File: config.mk
export PLATFORM = sky130hd
export DESIGN_NAME = fp_unpack_stage_flat
export DESIGN_NICKNAME = d
export VERILOG_FILES = /design/src/rtl/fp_unpack_stage_if.sv /design/src/rtl/fp_unpack_stage.sv /design/src/flat_wrapper.sv
export SDC_FILE = /design/constraint.sdc
export NUM_CORES = 1
export LEC_CHECK = 0
export BUFFER_PORTS_ARGS = -buffer_cell sky130_fd_sc_hd__buf_2
export CAP_MARGIN = 20
export CELL_PAD_IN_SITES_DETAIL_PLACEMENT = 1
export CELL_PAD_IN_SITES_GLOBAL_PLACEMENT = 1
export CORE_MARGIN = 3
export CORE_UTILIZATION = 45
export DETAILED_ROUTE_END_ITERATION = 12
export PLACE_DENSITY_LB_ADDON = 0.1
export REMOVE_ABC_BUFFERS = 1
export SLEW_MARGIN = 20
export SYNTH_ARGS = -nofsm -noshare
export SYNTH_HDL_FRONTEND = slang
export SYNTH_SLANG_ARGS = --single-unit
File: constraint.sdc
create_clock -name clk -period 4.2 [get_ports clk]
set_clock_uncertainty 0.05 [all_clocks]
set_input_delay 0.21 -clock clk [delete_from_list [all_inputs] [get_ports clk]]
set_output_delay 0.21 -clock clk [all_outputs]
set_load 0.01 [all_outputs]
File: src/rtl/fp_unpack_stage_if.sv
// Handshaked bundle between the operand source and the dot-product unpack stage.
// The master side issues input beats and accepts unpacked results; the slave side
// is the unpack stage itself.
interface fp_unpack_stage_if #(
    parameter int LANES = 4
);
    logic [1:0]          mode;
    logic                in_valid;
    logic                in_ready;
    logic [LANES*32-1:0] data_a;
    logic [LANES*32-1:0] data_b;
    logic                out_valid;
    logic                out_ready;
    logic [1:0]          out_fmt;
    logic [LANES-1:0]    sign_a;
    logic [LANES-1:0]    sign_b;
    logic [LANES*8-1:0]  exp_a;
    logic [LANES*8-1:0]  exp_b;
    logic [LANES*12-1:0] sigl_a;
    logic [LANES*12-1:0] sigl_b;
    logic [LANES*13-1:0] sigr_a;
    logic [LANES*13-1:0] sigr_b;
    logic [LANES*2-1:0]  cls_a;
    logic [LANES*2-1:0]  cls_b;

    modport master (
        output mode, in_valid, data_a, data_b, out_ready,
        input  in_ready, out_valid, out_fmt, sign_a, sign_b, exp_a, exp_b,
               sigl_a, sigl_b, sigr_a, sigr_b, cls_a, cls_b
    );

    modport slave (
        input  mode, in_valid, data_a, data_b, out_ready,
        output in_ready, out_valid, out_fmt, sign_a, sign_b, exp_a, exp_b,
               sigl_a, sigl_b, sigr_a, sigr_b, cls_a, cls_b
    );
endinterface

File: src/rtl/fp_unpack_stage.sv
// Front-end of the multi-precision dot-product unit. Each beat carries LANES operand
// pairs in FP32, FP16 or BF16 (chosen per beat, or auto-detected). Every operand is
// split into sign, effective exponent, Q2.10 left significand, 13-bit right
// significand and a class code. Results sit in a two-entry skid buffer (main + skid)
// so that in_ready is a plain register and never follows out_ready combinationally.
module fp_unpack_stage #(
    parameter int LANES     = 4,
    parameter int AUTO_LANE = 1
) (
    input  logic             clk,
    input  logic             rst_n,
    fp_unpack_stage_if.slave bus
);
    // A single-lane build has only lane 0 to look at for auto-detect.
    localparam int AL = (LANES == 1) ? 0 : AUTO_LANE;

    localparam logic [1:0] FMT_FP16 = 2'b00;
    localparam logic [1:0] FMT_FP32 = 2'b01;
    localparam logic [1:0] FMT_BF16 = 2'b10;

    localparam logic [1:0] CLS_NORM = 2'b00;
    localparam logic [1:0] CLS_ZERO = 2'b01;
    localparam logic [1:0] CLS_INF  = 2'b10;
    localparam logic [1:0] CLS_NAN  = 2'b11;

    typedef struct packed {
        logic        sgn;
        logic [7:0]  exp;
        logic [11:0] sigl;
        logic [12:0] sigr;
        logic [1:0]  cls;
    } op_t;

    // Class code from the raw exponent/mantissa shape. Subnormals count as normal.
    function automatic logic [1:0] classify(input logic e_zero, input logic e_ones,
                                            input logic m_zero);
        logic [1:0] c;
        if (e_zero) begin
            c = m_zero ? CLS_ZERO : CLS_NORM;
        end else if (e_ones) begin
            c = m_zero ? CLS_INF : CLS_NAN;
        end else begin
            c = CLS_NORM;
        end
        return c;
    endfunction

    // Split one 32-bit lane word. The mantissa is left-aligned into 23 bits for all
    // formats, so the top 10 bits always feed sigl and the low 13 bits feed sigr
    // (which are zero by construction for the 16-bit formats).
    function automatic op_t unpack_op(input logic [31:0] x, input logic [1:0] fmt);
        op_t         r;
        logic        sgn;
        logic [7:0]  e_raw;
        logic        e_ones;
        logic [22:0] m;
        logic        e_zero;
        logic        m_zero;
        case (fmt)
            FMT_FP32: begin
                sgn    = x[31];
                e_raw  = x[30:23];
                e_ones = &x[30:23];
                m      = x[22:0];
            end
            FMT_BF16: begin
                sgn    = x[15];
                e_raw  = x[14:7];
                e_ones = &x[14:7];
                m      = {x[6:0], 16'h0000};
            end
            default: begin
                sgn    = x[15];
                e_raw  = {3'b000, x[14:10]};
                e_ones = &x[14:10];
                m      = {x[9:0], 13'h0000};
            end
        endcase
        e_zero = (e_raw == 8'd0);
        m_zero = (m == 23'd0);
        r.sgn  = sgn;
        // Subnormals use an effective exponent of 1 with a zero hidden bit.
        r.exp  = (e_zero && !m_zero) ? 8'd1 : e_raw;
        r.sigl = {1'b0, !e_zero, m[22:13]};
        r.sigr = m[12:0];
        r.cls  = classify(e_zero, e_ones, m_zero);
        return r;
    endfunction

    // Incoming beat, unpacked
    logic [1:0]            in_fmt_s;
    op_t [LANES-1:0]       in_a_s;
    op_t [LANES-1:0]       in_b_s;

    // Skid buffer state
    logic                  m_full_r;
    logic                  s_full_r;
    logic                  in_ready_r;
    logic [1:0]            m_fmt_r;
    op_t [LANES-1:0]       m_a_r;
    op_t [LANES-1:0]       m_b_r;
    logic [1:0]            s_fmt_r;
    op_t [LANES-1:0]       s_a_r;
    op_t [LANES-1:0]       s_b_r;

    // Control next-state
    logic                  accept_s;
    logic                  drain_s;
    logic                  m_full_n_s;
    logic                  s_full_n_s;
    logic                  load_m_in_s;
    logic                  load_m_skid_s;
    logic                  load_s_s;

    // Resolve the beat format; auto mode looks at the a-exponent of the chosen lane.
    always_comb begin
        in_fmt_s = FMT_FP16;
        case (bus.mode)
            2'b00:   in_fmt_s = FMT_FP16;
            2'b01:   in_fmt_s = FMT_FP32;
            2'b10:   in_fmt_s = FMT_BF16;
            default: in_fmt_s = (|bus.data_a[AL*32+23 +: 8]) ? FMT_FP32 : FMT_FP16;
        endcase
    end

    // Unpack every operand of the incoming beat under its resolved format.
    always_comb begin
        in_a_s = '0;
        in_b_s = '0;
        for (int i = 0; i < LANES; i++) begin
            in_a_s[i] = unpack_op(bus.data_a[32*i +: 32], in_fmt_s);
            in_b_s[i] = unpack_op(bus.data_b[32*i +: 32], in_fmt_s);
        end
    end

    // Decide where an accepted beat goes and how the two entries move this cycle.
    always_comb begin
        accept_s      = bus.in_valid & in_ready_r;
        drain_s       = m_full_r & bus.out_ready;
        m_full_n_s    = m_full_r;
        s_full_n_s    = s_full_r;
        load_m_in_s   = 1'b0;
        load_m_skid_s = 1'b0;
        load_s_s      = 1'b0;
        if (drain_s && s_full_r) begin
            // in_ready is low while S is full, so no accept can coincide here.
            load_m_skid_s = 1'b1;
            m_full_n_s    = 1'b1;
            s_full_n_s    = 1'b0;
        end else if (accept_s && (!m_full_r || drain_s)) begin
            load_m_in_s = 1'b1;
            m_full_n_s  = 1'b1;
        end else if (accept_s) begin
            load_s_s   = 1'b1;
            s_full_n_s = 1'b1;
        end else if (drain_s) begin
            m_full_n_s = 1'b0;
        end else begin
            m_full_n_s = m_full_r;
        end
    end

    // Occupancy flags and the registered ready, which tracks the next skid state.
    always_ff @(posedge clk or negedge rst_n) begin
        if (!rst_n) begin
            m_full_r   <= 1'b0;
            s_full_r   <= 1'b0;
            in_ready_r <= 1'b1;
        end else begin
            m_full_r   <= m_full_n_s;
            s_full_r   <= s_full_n_s;
            in_ready_r <= !s_full_n_s;
        end
    end

    // Payload storage for the main and skid entries; M holds its value while stalled.
    always_ff @(posedge clk or negedge rst_n) begin
        if (!rst_n) begin
            m_fmt_r <= FMT_FP16;
            m_a_r   <= '0;
            m_b_r   <= '0;
            s_fmt_r <= FMT_FP16;
            s_a_r   <= '0;
            s_b_r   <= '0;
        end else begin
            if (load_m_skid_s) begin
                m_fmt_r <= s_fmt_r;
                m_a_r   <= s_a_r;
                m_b_r   <= s_b_r;
            end else if (load_m_in_s) begin
                m_fmt_r <= in_fmt_s;
                m_a_r   <= in_a_s;
                m_b_r   <= in_b_s;
            end
            if (load_s_s) begin
                s_fmt_r <= in_fmt_s;
                s_a_r   <= in_a_s;
                s_b_r   <= in_b_s;
            end
        end
    end

    assign bus.in_ready  = in_ready_r;
    assign bus.out_valid = m_full_r;
    assign bus.out_fmt   = m_fmt_r;

    for (genvar g = 0; g < LANES; g++) begin : g_lane
        assign bus.sign_a[g]          = m_a_r[g].sgn;
        assign bus.sign_b[g]          = m_b_r[g].sgn;
        assign bus.exp_a[8*g +: 8]    = m_a_r[g].exp;
        assign bus.exp_b[8*g +: 8]    = m_b_r[g].exp;
        assign bus.sigl_a[12*g +: 12] = m_a_r[g].sigl;
        assign bus.sigl_b[12*g +: 12] = m_b_r[g].sigl;
        assign bus.sigr_a[13*g +: 13] = m_a_r[g].sigr;
        assign bus.sigr_b[13*g +: 13] = m_b_r[g].sigr;
        assign bus.cls_a[2*g +: 2]    = m_a_r[g].cls;
        assign bus.cls_b[2*g +: 2]    = m_b_r[g].cls;
    end
endmodule

File: src/flat_wrapper.sv
// flat-port wrapper written by rule: the top's interface ports become plain ports
module fp_unpack_stage_flat 
#(
    parameter int LANES     = 4,
    parameter int AUTO_LANE = 1
)
  (clk, rst_n, bus_mode, bus_in_valid, bus_data_a, bus_data_b, bus_out_ready, bus_in_ready, bus_out_valid, bus_out_fmt, bus_sign_a, bus_sign_b, bus_exp_a, bus_exp_b, bus_sigl_a, bus_sigl_b, bus_sigr_a, bus_sigr_b, bus_cls_a, bus_cls_b);
  fp_unpack_stage_if #(.LANES(LANES)) bus_i ();
  input  logic clk;
  input  logic rst_n;
  input wire logic [$bits(bus_i.mode)-1:0] bus_mode;
  input wire logic [$bits(bus_i.in_valid)-1:0] bus_in_valid;
  input wire logic [$bits(bus_i.data_a)-1:0] bus_data_a;
  input wire logic [$bits(bus_i.data_b)-1:0] bus_data_b;
  input wire logic [$bits(bus_i.out_ready)-1:0] bus_out_ready;
  output wire logic [$bits(bus_i.in_ready)-1:0] bus_in_ready;
  output wire logic [$bits(bus_i.out_valid)-1:0] bus_out_valid;
  output wire logic [$bits(bus_i.out_fmt)-1:0] bus_out_fmt;
  output wire logic [$bits(bus_i.sign_a)-1:0] bus_sign_a;
  output wire logic [$bits(bus_i.sign_b)-1:0] bus_sign_b;
  output wire logic [$bits(bus_i.exp_a)-1:0] bus_exp_a;
  output wire logic [$bits(bus_i.exp_b)-1:0] bus_exp_b;
  output wire logic [$bits(bus_i.sigl_a)-1:0] bus_sigl_a;
  output wire logic [$bits(bus_i.sigl_b)-1:0] bus_sigl_b;
  output wire logic [$bits(bus_i.sigr_a)-1:0] bus_sigr_a;
  output wire logic [$bits(bus_i.sigr_b)-1:0] bus_sigr_b;
  output wire logic [$bits(bus_i.cls_a)-1:0] bus_cls_a;
  output wire logic [$bits(bus_i.cls_b)-1:0] bus_cls_b;
  assign bus_i.mode = bus_mode;
  assign bus_i.in_valid = bus_in_valid;
  assign bus_i.data_a = bus_data_a;
  assign bus_i.data_b = bus_data_b;
  assign bus_i.out_ready = bus_out_ready;
  assign bus_in_ready = bus_i.in_ready;
  assign bus_out_valid = bus_i.out_valid;
  assign bus_out_fmt = bus_i.out_fmt;
  assign bus_sign_a = bus_i.sign_a;
  assign bus_sign_b = bus_i.sign_b;
  assign bus_exp_a = bus_i.exp_a;
  assign bus_exp_b = bus_i.exp_b;
  assign bus_sigl_a = bus_i.sigl_a;
  assign bus_sigl_b = bus_i.sigl_b;
  assign bus_sigr_a = bus_i.sigr_a;
  assign bus_sigr_b = bus_i.sigr_b;
  assign bus_cls_a = bus_i.cls_a;
  assign bus_cls_b = bus_i.cls_b;
  fp_unpack_stage #(.LANES(LANES), .AUTO_LANE(AUTO_LANE)) u_core (.clk(clk), .rst_n(rst_n), .bus(bus_i));
endmodule
Word-level counts from Yosys, hierarchy flattened --
Cells that the tools add are included.
Cells by class: equal/unequal tests 5, muxes and demuxes 93, bitwise operators 2, reductions and logical operators 74
Operator list (number):
- 144-bit 2-to-1 mux | 4
- 23-bit one-hot mux with 2 select lines | 8
- 23-bit zero test | 8
- 8-bit one-hot mux with 2 select lines | 8
- 8-bit AND reduction | 16
- 8-bit zero test | 8
- 8-bit 2-to-1 mux | 8
- 5-bit AND reduction | 8
- 1-bit 2-to-1 mux | 38
- 2-bit 2-to-1 mux | 18
- 1-bit zero test | 18
- 1-bit one-hot mux with 2 select lines | 8
- 1-bit logical AND | 10
- 8-bit OR reduction | 1
- 2-bit one-hot mux with 3 select lines | 1
- 2-bit by 1-bit equality test with 1-bit output (second input constant) | 2
- 2-bit equality test (second input constant) | 2
- 3-bit inequality test (second input constant) | 1
- 3-bit nonzero test | 1
- 1-bit AND | 2
- 2-bit zero test | 1
- 2-bit AND reduction | 1
- 2-bit nonzero test | 1
- 1-bit logical OR | 1
Word-level totals: register bits 575, input port bits 262, output and inout bits 292, logic and storage cells 259

Depth between registers and ports, before layout --
Gate-level depths: netlist of the first run.
depth in word-level cells 11, gate-level depth with buffers 14, mapped depth without buffers 10

Least setup slack after synthesis of the first run --
No wires, ideal clock.
kind input to register, start input port bus_data_a[55], end register u_core.m_a_r, in the netlist u_core.bus.exp_a[0], setup time 0.134 ns, arrival time 2.740 ns, required time 4.016 ns, slack 1.276 ns, stages 11, path buffers 2, path through nor4_1 nand3b_1 o41ai_1 ha_1 buf_6 buf_4 a221oi_1 o22ai_1 or4_1 nor2_1 o21ai_1
On the way: longest elaborated chain between the ends 11, elaborated cells between the ends (all ways) 14, classes of those cells eq/ne (2); mux (7); reduce/logical (5)
RTL lines:
- from (decl) | line flat_wrapper.sv:13 | input wire logic [$bits(bus_i.data_a)-1:0] bus_data_a;
- 8-bit OR reduction (*) | line fp_unpack_stage.sv:122 | default: in_fmt_s = (|bus.data_a[AL*32+23 +: 8]) ? FMT_FP32 : FMT_FP16;
- 1-bit 2-to-1 mux (*) | line fp_unpack_stage.sv:122
- 2-bit one-hot mux with 3 select lines (*) | line fp_unpack_stage.sv:118 | case (bus.mode)
- 2-bit equality test / 2-bit by 1-bit equality test with 1-bit output (equally long branches) | line fp_unpack_stage.sv:59 | case (fmt)
- 23-bit one-hot mux with 2 select lines | line fp_unpack_stage.sv:59
- 23-bit zero test | line fp_unpack_stage.sv:80 | m_zero = (m == 23'd0);
- 1-bit zero test | line fp_unpack_stage.sv:83 | r.exp = (e_zero && !m_zero) ? 8'd1 : e_raw;
- 1-bit logical AND | line fp_unpack_stage.sv:83
- 8-bit 2-to-1 mux (*) | line fp_unpack_stage.sv:83
- 144-bit 2-to-1 mux (*) | line fp_unpack_stage.sv:190 | end else if (load_m_in_s) begin
- 144-bit 2-to-1 mux (*) | line fp_unpack_stage.sv:186 | if (load_m_skid_s) begin
- to (signal assigned) | line fp_unpack_stage.sv:188 | m_a_r <= s_a_r;
- to (signal assigned) | line fp_unpack_stage.sv:192 | m_a_r <= in_a_s;
- to (decl) | line fp_unpack_stage.sv:100 | op_t [LANES-1:0] m_a_r;
Mark *: on every way between the ends. The rest lies on a longest branch, timed or not. The select of a mux whose other input is x is not followed. A chain may end at the register's enable or synchronous reset.

Worst setup path in the final report of the first run --
start input port bus_data_a[55], end register u_core.s_b_r[36] (netlist bit)
On the way: longest elaborated chain between the ends 9, elaborated cells between the ends (all ways) 14, classes of those cells eq/ne (2); mux (9); reduce/logical (3)
RTL lines:
- 8-bit OR reduction (*) | line fp_unpack_stage.sv:122
- 1-bit 2-to-1 mux (*) | line fp_unpack_stage.sv:122
- 2-bit one-hot mux with 3 select lines (*) | line fp_unpack_stage.sv:118
- 2-bit equality test / 2-bit by 1-bit equality test with 1-bit output (equally long branches) | line fp_unpack_stage.sv:59
- 23-bit one-hot mux with 2 select lines | line fp_unpack_stage.sv:59
- 23-bit zero test | line fp_unpack_stage.sv:80
- 1-bit 2-to-1 mux | line fp_unpack_stage.sv:41 | c = m_zero ? CLS_INF : CLS_NAN;
- 2-bit 2-to-1 mux | line fp_unpack_stage.sv:40 | end else if (e_ones) begin
- 2-bit 2-to-1 mux (*) | line fp_unpack_stage.sv:38 | if (e_zero) begin
- to (signal assigned) | line fp_unpack_stage.sv:198 | s_b_r <= in_b_s;
- to (decl) | line fp_unpack_stage.sv:104 | op_t [LANES-1:0] s_b_r;
Mark *: on every way between the ends. The rest lies on a longest branch, timed or not.

==> parameters.txt, run 1 <==
Parameter                              Value

Drt
  Post-route DRC violation count ... 0
  Iteration count of the initial detailed-routing pass ... 9
  Wire per inst ... between 20 and 30 µm
  Remaining number of nets flagged by the antenna check after routing ... 0
  Overall via count from detail_route ... 25,200
  Total Routed Length ... ~100,000 µm
  Vias/cell ... roughly 6.3
  Iteration-0 DRC Markers ... roughly 2,600

Yosys
  Top flip-flop cell by instance count after synthesis ... sky130_fd_sc_hd__dfrtp_1
  Cell area after synthesis ... 0.0262 mm²
  Yosys warnings ... 0
  Compound-gate portion of the synthesized area ... 24.1%
  Post-synthesis sequential area ratio ... 54.1%
  Multiplexer area fraction after synthesis ... around 1.4%
  Post-Synthesis Mean Instance Area ... around 10 µm²
  Async set or reset register ratio after synthesis ... 100%
  Cells after synthesis ... 2,606
  EDFF count, synth ... 0
  Combinational family with the most area after synthesis ... compound AO/OA/AOI/OAI gates
  Ranking of synthesized cells by area ... sky130_fd_sc_hd__dfrtp_1 54%, sky130_fd_sc_hd__o21ai_0 6.2%, sky130_fd_sc_hd__nand2_1 5.5%, sky130_fd_sc_hd__a222oi_1 5.1%, sky130_fd_sc_hd__a22oi_1 4.8%
  Top cell type by total area after synthesis ... sky130_fd_sc_hd__dfrtp_1
  Adder-cell share of the synthesized area ... less than 1%
  Count of unique library cells instantiated by Yosys ... 62
  Simple-gate area share of the yosys netlist ... about 14%
  Share of the synthesized area in the top cell type ... ~54%
  Xor and xnor fraction of the mapped netlist area ... 0%
  Synth Register Bits ... 567

Finish
  Final Core Density ... roughly 58%
  Share of cells above drive strength 1 ... around a quarter
  Post-route non-filler standard cell count ... roughly 4,000
  Number of nets in the final layout ... between 3,000 and 4,000
  Layout-stage area growth over the synthesis result ... 26.7%

Placed design
  Dpl hpwl ... 68,900 µm
  Number of port buffers ... about 550
  Placed cell count ... ~3,700
  Worst-case setup slack after placement ... between 0.6 and 0.7 ns
  Weighted congestion reported at the end of routability-driven placement ... 0.878

Worst setup path
  Critical path capture point type ... flop
  Endpoint arrival time on the critical path ... 3.46 ns
  Worst path required time ... roughly 4.6 ns
  Maximum fanout along the worst path ... 50
  Nature of the critical path startpoint ... input port
  Critical Setup Path Class ... in2reg

Hold path
  Min-delay worst type ... in2reg

Die
  Initial Utilization ... a little under half
  Die Height ... 247 µm
  Die span in x ... 247 µm
  Die Area ... 0.0612 mm²
  Top-level I/O count ... roughly 550
  Placement row count ... between 80 and 90
  Floorplan core area ... ~0.057 mm²

Timing
  Worst Tran Pin Value ... between 1 and 1.5 ns
  Setup violation total in the final timing report ... 0
  Setup_tns ... 0 ns
  Period utilization ... roughly 72%
  Worst slew margin relative to its limit ... approximately 28%
  RSZ-0062 raised after global routing ... no
  Minimum clock period after layout ... 3.04 ns
  Number of hold-slack violations in the final timing report ... 0
  Least setup slack across all paths after layout ... ~1.2 ns
  Max frequency ... 0.329 GHz
  Max-slew violation count ... 0

Clocking
  Count of instances resized after the clock tree is built ... 0
  Clock transition at the register clock pins on the worst setup and hold paths after CTS ... around 0.060 ns
  Setup Fix Bufs, Post-CTS ... 0
  Clock latency of the later-clocked register in the worst-skew pair ... slightly below 0.6 ns
  Clk buf depth ... 3
  Hold buffers post-CTS ... between 100 and 150
  H-tree depth reported by CTS ... 3
  Clock tree from TritonCTS ... yes
  Clock tree sinks ... about 570
  Buffer type at the clock tree root ... sky130_fd_sc_hd__clkbuf_16
  CTS Buf Count ... 66

Global routing
  Busiest layer in global routing ... met2
  Met3 routing resource usage after global routing ... about 6.9%
  Wire length of the first global-routing pass ... 160,000 µm
  GR Util met2 ... a little over half
  Total track usage ... about 34%
  Met1 usage in global routing ... 44.0%
  Number of antenna violations at the first check in global routing ... 17
  Pin count of the biggest net entering global routing ... around 140
  Vias in the first global route ... around 27,000
  Leftover overflow at the end of global routing ... 0

Flow run
  Max-Cap Viols ... 0

Pwr
  Power consumption ... about 0.022 W
  VDD IR max ... about 730 µV
  Static leakage power ... ~17 nW
  PwrDens ... around 660 mW/mm²

Status
  Outcome ... finished clean
==> area by class of cell <==
cell class | instances | area [µm²]
sequential | 567 | 14200
timing repair buffer | 732 | 4760
antenna | 17 | 42.5
inverter | 139 | 522
clock buffer | 96 | 1990
tap | 756 | 946
fill | 6386 | 23800
multi-input combinational | 1673 | 10500
clock inverter | 20 | 265
==> worst max-delay path, stage by stage <==
cell	delay, ns
sky130_fd_sc_hd__buf_2	0.12
sky130_fd_sc_hd__nor4_1	0.30
sky130_fd_sc_hd__nand3b_1	0.11
sky130_fd_sc_hd__o41ai_1	0.35
sky130_fd_sc_hd__buf_4	0.23
sky130_fd_sc_hd__ha_4	0.23
sky130_fd_sc_hd__inv_2	0.78
sky130_fd_sc_hd__o21ai_0	0.32
sky130_fd_sc_hd__and4bb_2	0.35
sky130_fd_sc_hd__nor4bb_1	0.15
sky130_fd_sc_hd__a211o_1	0.29
==> layout by cell type (no fill, tap or decap), drive strengths merged, types with 7 or more instances in the layout <==
cell         netlist  routed
a221o             60      60
mux2i             13      13
a21boi            14      14
a21oi             33      33
nand3            114     114
a22oi            169     169
nand3b             8       8
buf               81     599
nor4              32      32
a41oi             11      11
o2111ai            7       7
dlygate4sd3        0     133
conb               1       8
o211ai             9       9
or3               11      11
or2               43      43
a222oi           133     133
o22ai             15      15
nand4             32      32
diode              0      17
clkinv             0      10
a21o               7       7
mux2              22      22
nor2b             40      40
inv              139     141
clkbuf           153      96
nor2              46      46
o21a              12      12
and3               9       9
nand2            382     382
a221oi            43      43
dfrtp            566     566
o21ai            335     335
==> registers in the layout (all words and copies together), names as in the netlist, 2 cells and up <==
register            count
u_core.s_a_r          140
u_core.s_b_r          140
u_core.bus.sigr_a      52
u_core.bus.sigr_b      52
u_core.bus.sigl_a      44
u_core.bus.sigl_b      44
u_core.bus.exp_a       32
u_core.bus.exp_b       32
u_core.bus.cls_a        8
u_core.bus.cls_b        8
u_core.bus.sign_a       4
u_core.bus.sign_b       4
u_core.bus.out_fmt      2
u_core.s_fmt_r          2
==> routing by layer <==
metal,up-vias,part of all wire (%)
li1,10800,-
met1,13000,40
met2,1074,47
met3,271,7.5
met4,6,4.8
met5,-,0.039
==> Yosys cell counts, types with 6 or more instances <==
master,count
sky130_fd_sc_hd__a41oi_1,11
sky130_fd_sc_hd__a21oi_1,33
sky130_fd_sc_hd__mux2_2,22
sky130_fd_sc_hd__o2111ai_1,7
sky130_fd_sc_hd__or3_1,11
sky130_fd_sc_hd__buf_4,14
sky130_fd_sc_hd__or2_2,41
sky130_fd_sc_hd__a21o_1,7
sky130_fd_sc_hd__buf_1,12
sky130_fd_sc_hd__o21ai_1,10
sky130_fd_sc_hd__nor4_1,26
sky130_fd_sc_hd__o211ai_1,9
sky130_fd_sc_hd__dfrtp_1,566
sky130_fd_sc_hd__buf_6,18
sky130_fd_sc_hd__o21a_1,12
sky130_fd_sc_hd__buf_2,37
sky130_fd_sc_hd__o21ai_0,325
sky130_fd_sc_hd__o22ai_1,15
sky130_fd_sc_hd__nand4_1,32
sky130_fd_sc_hd__a22oi_1,169
sky130_fd_sc_hd__a221o_1,60
sky130_fd_sc_hd__a222oi_1,133
sky130_fd_sc_hd__nand3_1,114
sky130_fd_sc_hd__nor4_4,6
sky130_fd_sc_hd__nand2_1,382
sky130_fd_sc_hd__a31oi_1,6
sky130_fd_sc_hd__nor2_1,46
sky130_fd_sc_hd__and3_1,9
sky130_fd_sc_hd__nor2b_1,40
sky130_fd_sc_hd__clkbuf_1,153
sky130_fd_sc_hd__nand3b_1,8
sky130_fd_sc_hd__a221oi_1,31
sky130_fd_sc_hd__inv_1,138
sky130_fd_sc_hd__mux2i_1,13
sky130_fd_sc_hd__a21boi_0,14
sky130_fd_sc_hd__and4_1,6
sky130_fd_sc_hd__a221oi_2,12
==> path summary, 6_finish.rpt <==
path,slack [ns],to,startpoint,cells past startpoint
worst max-delay path,1.16,u_core.s_b_r[36]$_DFFE_PN0P_,bus_data_a[55],11
worst min-delay path,0.03,u_core.s_b_r[88]$_DFFE_PN0P_,bus_data_b[78],3
worst max register to register,1.55,u_core.s_b_r[14]$_DFFE_PN0P_,u_core.bus.out_valid$_DFFE_PN0P_,6
worst min register to register,0.42,u_core.s_b_r[41]$_DFFE_PN0P_,u_core.s_b_r[41]$_DFFE_PN0P_,2
max in group asynchronous,2.76,u_core.bus.exp_b[23]$_DFFE_PN0P_,rst_n,3
min in group asynchronous,0.21,u_core.s_a_r[125]$_DFFE_PN0P_,rst_n,2
==> report_power, final <==
part | switching [W] | internal, W | total (W)
sequential | 0.00131 | 0.00755 | 0.00886
combinational | 0.00453 | 0.00255 | 0.00709
clock | 0.00235 | 0.00366 | 0.00601
==> cell families (layout without fill, tap and decap cells) <==
| group | after synthesis | count (layout) |
|---|---|---|
| compound gates | 878 | 878 |
| simple gates | 750 | 750 |
| mux | 35 | 35 |
| buf+inv | 373 | 987 |
| flops | 567 | 567 |
| other cells | 1 | 25 |
| fa+ha+maj | 2 | 2 |
==> through the flow <==
stage / hold WS, ns / instance area, µm²
after global placement: 0.247 / 29600
after global routing: 0.0451 / 33200
after CTS: 0.00414 / 33100
after detailed placement: 0.254 / 29600
final: 0.0311 / 33200
after floorplan: -0.136 / 25100
(Power assumes the default switching activity.)
==> run 2: changes to the inputs <==
ABC_AREA = 1   (was unset)
CORE_UTILIZATION = 41   (was 45)
clock period = 2.8 ns   (was 4.2 ns; I/O delays follow)
==> run 2 against run 1 <==
Cell area grew 12%. Routed wire length grew 9.5%. Hold slack lost 0.014 ns. Synthesized cell count grew 39%. Non-clock buffer count grew 216. Via count grew 15%. Final cell count grew 33%.
==> parameters.txt, run 2 <==
Parameter                              Value

Status
  Outcome ... finished clean (unchanged)

Global routing
  Pin count of the biggest net entering global routing ... 185 (was 142)
  Wire length of the first global-routing pass ... 177,000 µm (was 160,000 µm)
  Number of antenna violations at the first check in global routing ... 4 (was 17)
  Vias in the first global route ... 30,400 (was 26,600)
  Total track usage ... 31.3% (was 33.6%)
  Leftover overflow at the end of global routing ... 0 (unchanged)

Pwr
  Static leakage power ... 18.6 nW (was 16.8 nW)
  Share of total power consumed by net switching ... 38.4% (was 37.3%)
  Sw power ... 0.0132 W (was 0.00820 W)
  PwrDens ... 918 mW/mm² (was 661 mW/mm²)
  VDD IR max ... 844 µV (was 731 µV)
  Int Pwr ... 0.0211 W (was 0.0138 W)
  Part of the power in combinational logic ... 33.4% (was 32.3%)
  Power share of the clock group ... 26.1% (was 27.4%)
  Sequential power share ... 40.5% (was 40.3%)
  Power consumption ... 0.0343 W (was 0.0220 W)

Yosys
  Async set or reset register ratio after synthesis ... 100% (unchanged)
  Synth Register Bits ... 567 (unchanged)
  Most frequent cells after synthesis ... 1,321 x sky130_fd_sc_hd__nand2_1, 566 x sky130_fd_sc_hd__dfrtp_1, 301 x sky130_fd_sc_hd__inv_1, 275 x sky130_fd_sc_hd__o21ai_0, 270 x sky130_fd_sc_hd__o211ai_1 (was 566 x sky130_fd_sc_hd__dfrtp_1, 382 x sky130_fd_sc_hd__nand2_1, 325 x sky130_fd_sc_hd__o21ai_0, 169 x sky130_fd_sc_hd__a22oi_1, 153 x sky130_fd_sc_hd__clkbuf_1)
  Post-Synthesis Mean Instance Area ... 7.80 µm² (was 10.1 µm²)
  Library cell with the highest instance count after synthesis ... sky130_fd_sc_hd__nand2_1 (was sky130_fd_sc_hd__dfrtp_1)
  Yosys warnings ... 0 (unchanged)
  Top flip-flop cell by instance count after synthesis ... sky130_fd_sc_hd__dfrtp_1 (unchanged)
  Count of unique library cells instantiated by Yosys ... 34 (was 62)
  Top cell type by total area after synthesis ... sky130_fd_sc_hd__dfrtp_1 (unchanged)
  Share of the synthesized area in the top cell type ... 50.1% (was 54.0%)
  EDFF count, synth ... 0 (unchanged)
  Cells after synthesis ... 3,629 (was 2,606)
  Ranking of synthesized cells by area ... sky130_fd_sc_hd__dfrtp_1 50%, sky130_fd_sc_hd__nand2_1 18%, sky130_fd_sc_hd__o211ai_1 7.2%, sky130_fd_sc_hd__o21ai_0 4.9%, sky130_fd_sc_hd__nand3_1 4.0% (was sky130_fd_sc_hd__dfrtp_1 54%, sky130_fd_sc_hd__o21ai_0 6.2%, sky130_fd_sc_hd__nand2_1 5.5%, sky130_fd_sc_hd__a222oi_1 5.1%, sky130_fd_sc_hd__a22oi_1 4.8%)
  Cell area after synthesis ... 0.0283 mm² (was 0.0262 mm²)
  Post-synthesis sequential area ratio ... 50.2% (was 54.1%)

Clocking
  CTS Buf Count ... 68 (was 66)
  H-tree depth reported by CTS ... 3 (unchanged)
  Clock tree sinks ... 567 (unchanged)
  Clock tree from TritonCTS ... yes (unchanged)
  Clock transition at the register clock pins on the worst setup and hold paths after CTS ... 0.06 ns (about the same)
  Clk buf depth ... 3 (unchanged)
  Clock latency of the later-clocked register in the worst-skew pair ... 0.61 ns (was 0.59 ns)
  Buffer type at the clock tree root ... sky130_fd_sc_hd__clkbuf_16 (unchanged)

Drt
  Overall via count from detail_route ... 28,900 (was 25,200)
  Wire per inst ... 21.4 µm (was 26.1 µm)
  Total Routed Length ... 114,000 µm (was 104,000 µm)
  Remaining number of nets flagged by the antenna check after routing ... 0 (unchanged)
  Iteration-0 DRC Markers ... 1,948 (was 2,602)
  Iteration count of the initial detailed-routing pass ... 5 (was 9)
  Top routing layer used ... met4 (was met5)
  Vias/cell ... 5.42 (was 6.31)
  Routed metal-1 wire length ... 48,400 µm (was 42,100 µm)
  Amount of wire on met3 after detailed routing ... 5910 µm (was 7800 µm)
  Met2 routed wirelength ... 54,800 µm (was 49,500 µm)
  Post-route DRC violation count ... 0 (unchanged)

Finish
  Number of nets in the final layout ... 4,673 (was 3,443)
  Commonest cells after routing, fill and taps aside ... 1,320 x sky130_fd_sc_hd__nand2_1, 566 x sky130_fd_sc_hd__dfrtp_1, 544 x sky130_fd_sc_hd__buf_2 (was 566 x sky130_fd_sc_hd__dfrtp_1, 544 x sky130_fd_sc_hd__buf_2, 381 x sky130_fd_sc_hd__nand2_1)
  Most common cell after layout, fill and taps aside ... sky130_fd_sc_hd__nand2_1 (was sky130_fd_sc_hd__dfrtp_1)
  Multi-input combinational cell area ... 0.0117 mm² (was 0.0105 mm²)
  Sequential cell area ... 0.0142 mm² (unchanged)
  Regs by FF count ... u_core.s_a_r: 140 flops, u_core.s_b_r: 140 flops (unchanged)
  Final Core Density ... 55.1% (was 58.2%)
  Layout-stage area growth over the synthesis result ... 31.9% (was 26.7%)
  Share of cells above drive strength 1 ... 20.4% (was 24.8%)
  Post-route non-filler standard cell count ... 5,337 (was 4,000)
  Filler cell count in the final layout ... 8,293 (was 6,386)

Worst setup path
  Cell seen most often among critical-path stages ... sky130_fd_sc_hd__nand2_1
  Largest incremental delay on the critical path ... 0.56 ns (was 0.78 ns)
  Maximum fanout along the worst path ... 58 (was 50)
  Endpoint arrival time on the critical path ... 3.09 ns (was 3.46 ns)
  Worst path required time ... 3.29 ns (was 4.62 ns)
  Slowest library cell on the worst path ... sky130_fd_sc_hd__dlygate4sd3_1 (was sky130_fd_sc_hd__inv_2)
  Critical Setup Path Class ... in2reg (unchanged)
  Critical path capture point type ... flop (unchanged)
  Nature of the critical path startpoint ... input port (unchanged)
  CP Cell Sequence ... buf_2 -> nor4_2 -> nand3_1 -> nand2_2 -> buf_4 -> inv_1 -> ha_4 -> buf_12 -> nand2_1 -> nand2_1 -> dlygate4sd3_1 -> nand2_1 -> nand3_1 -> nor2_1 -> nand2_1 -> clkinv_1 -> nand2_1 -> nand2_1 -> nand2_1 -> nand2_1 (was buf_2 -> nor4_1 -> nand3b_1 -> o41ai_1 -> buf_4 -> ha_4 -> inv_2 -> o21ai_0 -> and4bb_2 -> nor4bb_1 -> a211o_1)

Timing
  Setup violation total in the final timing report ... 0 (unchanged)
  Worst Tran Pin Value ... 1.06 ns (was 1.08 ns)
  Least setup slack across all paths after layout ... 0.202 ns (was 1.16 ns)
  Worst slew margin relative to its limit ... 29.3% (was 27.9%)
  Period utilization ... 92.8%
  Minimum clock period after layout ... between 2 and 3 ns
  Max frequency ... roughly 0.38 GHz
  Max-slew violation count ... 0 (unchanged)
  Number of hold-slack violations in the final timing report ... 0 (unchanged)

Die
  Die Height ... 269 µm (was 247 µm)
  Placement row count ... 95 (was 87)
  Die Area ... 0.0722 mm² (was 0.0612 mm²)
  Floorplan core area ... 0.0678 mm² (was 0.0570 mm²)
  Initial Utilization ... 41.8% (was 46.0%)
  Die span in x ... 269 µm (was 247 µm)
  Top-level I/O count ... 554 (unchanged)

Placed design
  Dpl hpwl ... 74,800 µm (was 68,900 µm)
  Number of port buffers ... 545 (unchanged)
  Worst-case setup slack after placement ... -0.115 ns (was 0.607 ns)
  Placed cell count ... 4,972 (was 3,733)
  Weighted congestion reported at the end of routability-driven placement ... 0.847 (was 0.878)

Hold path
  Min-delay worst type ... in2reg (unchanged)

Flow run
  Max-Cap Viols ... 0 (unchanged)
-- run 2: cell families after synthesis --
kind of cell    share of synthesized area (%)
other cells                            0.0133
fa+ha+maj                              0.0884
compound gates                           13.4
simple gates                             27.6
flops                                    50.2
buf+inv                                  8.73
-- run 2: power groups by stage --
| stage | clock network (W) | logic, W | registers (W) |
|---|---|---|---|
| after floorplan | 0 | 0.00518 | 0.0141 |
| after detailed placement | 0 | 0.0111 | 0.0139 |
| after global routing | 0.00941 | 0.0127 | 0.0142 |
| after global placement | 0 | 0.0108 | 0.0138 |
| after CTS | 0.00910 | 0.0114 | 0.0138 |
| final | 0.00893 | 0.0115 | 0.0139 |
-- run 2: path summary, 6_finish.rpt --
path / end / cells after the start / from / slack (ns)
worst max-delay path: u_core.bus.exp_b[0]$_DFFE_PN0P_ / 20 / bus_data_a[59] / 0.20
worst min-delay path: u_core.bus.out_fmt[0]$_DFFE_PN0P_ / 4 / bus_mode[0] / 0.02
worst max register to register: u_core.bus.sigl_a[0]$_DFFE_PN0P_ / 6 / u_core.bus.out_valid$_DFFE_PN0P_ / 0.38
worst min register to register: u_core.s_b_r[91]$_DFFE_PN0P_ / 2 / u_core.s_b_r[91]$_DFFE_PN0P_ / 0.43
max in group asynchronous: u_core.bus.sigr_a[12]$_DFFE_PN0P_ / 4 / rst_n / 1.76
min in group asynchronous: u_core.bus.in_ready$_DFF_PN1_ / 2 / rst_n / 0.15
-- run 2: stage by stage --
stage	instance area, µm²	hold WS (ns)	setup TNS (ns)
6_report	37300	0.0174	0
5_1_grt	37300	0.0382	-0.0100
4_1_cts	37300	0.000981	0
3_5_place_dp	32700	0.0186	-0.845
3_3_place_gp	32700	0.0143	-0.0426
2_1_floorplan	27000	-0.206	-4060.98
-- run 2: repair_timing --
item	CTS	global route
hold endpoints to repair	880	0
resized for setup	0	3
hold buffers	241	0
endpoints found under the setup margin	0	25
buffers inserted	0	0
-- run 2: critical path, delay by kind of cell --
family,cells,cell delay [ns]
and+or+nand+nor,13,1.54
buffers and inverters,6,1.17
adders and majority gates,1,0.21
-- run 2: layer usage --
metal / global-route usage [%] / vias to the layer above
li1: - / 13200
met1: 41.0 / 14500
met2: 52.4 / 940
met3: 4.09 / 266
met4: 13.7 / 0
met5: 0 / -
-- run 2: layout make-up --
| cell class | count | area share (%) |
|---|---|---|
| inverter | 314 | 3.24 |
| clock inverter | 15 | 0.439 |
| clock buffer | 106 | 5.54 |
| multi-input combinational | 2510 | 31.4 |
| sequential | 567 | 38.0 |
| antenna | 4 | 0.0268 |
| timing repair buffer | 948 | 18.4 |
| tap | 873 | 2.93 |
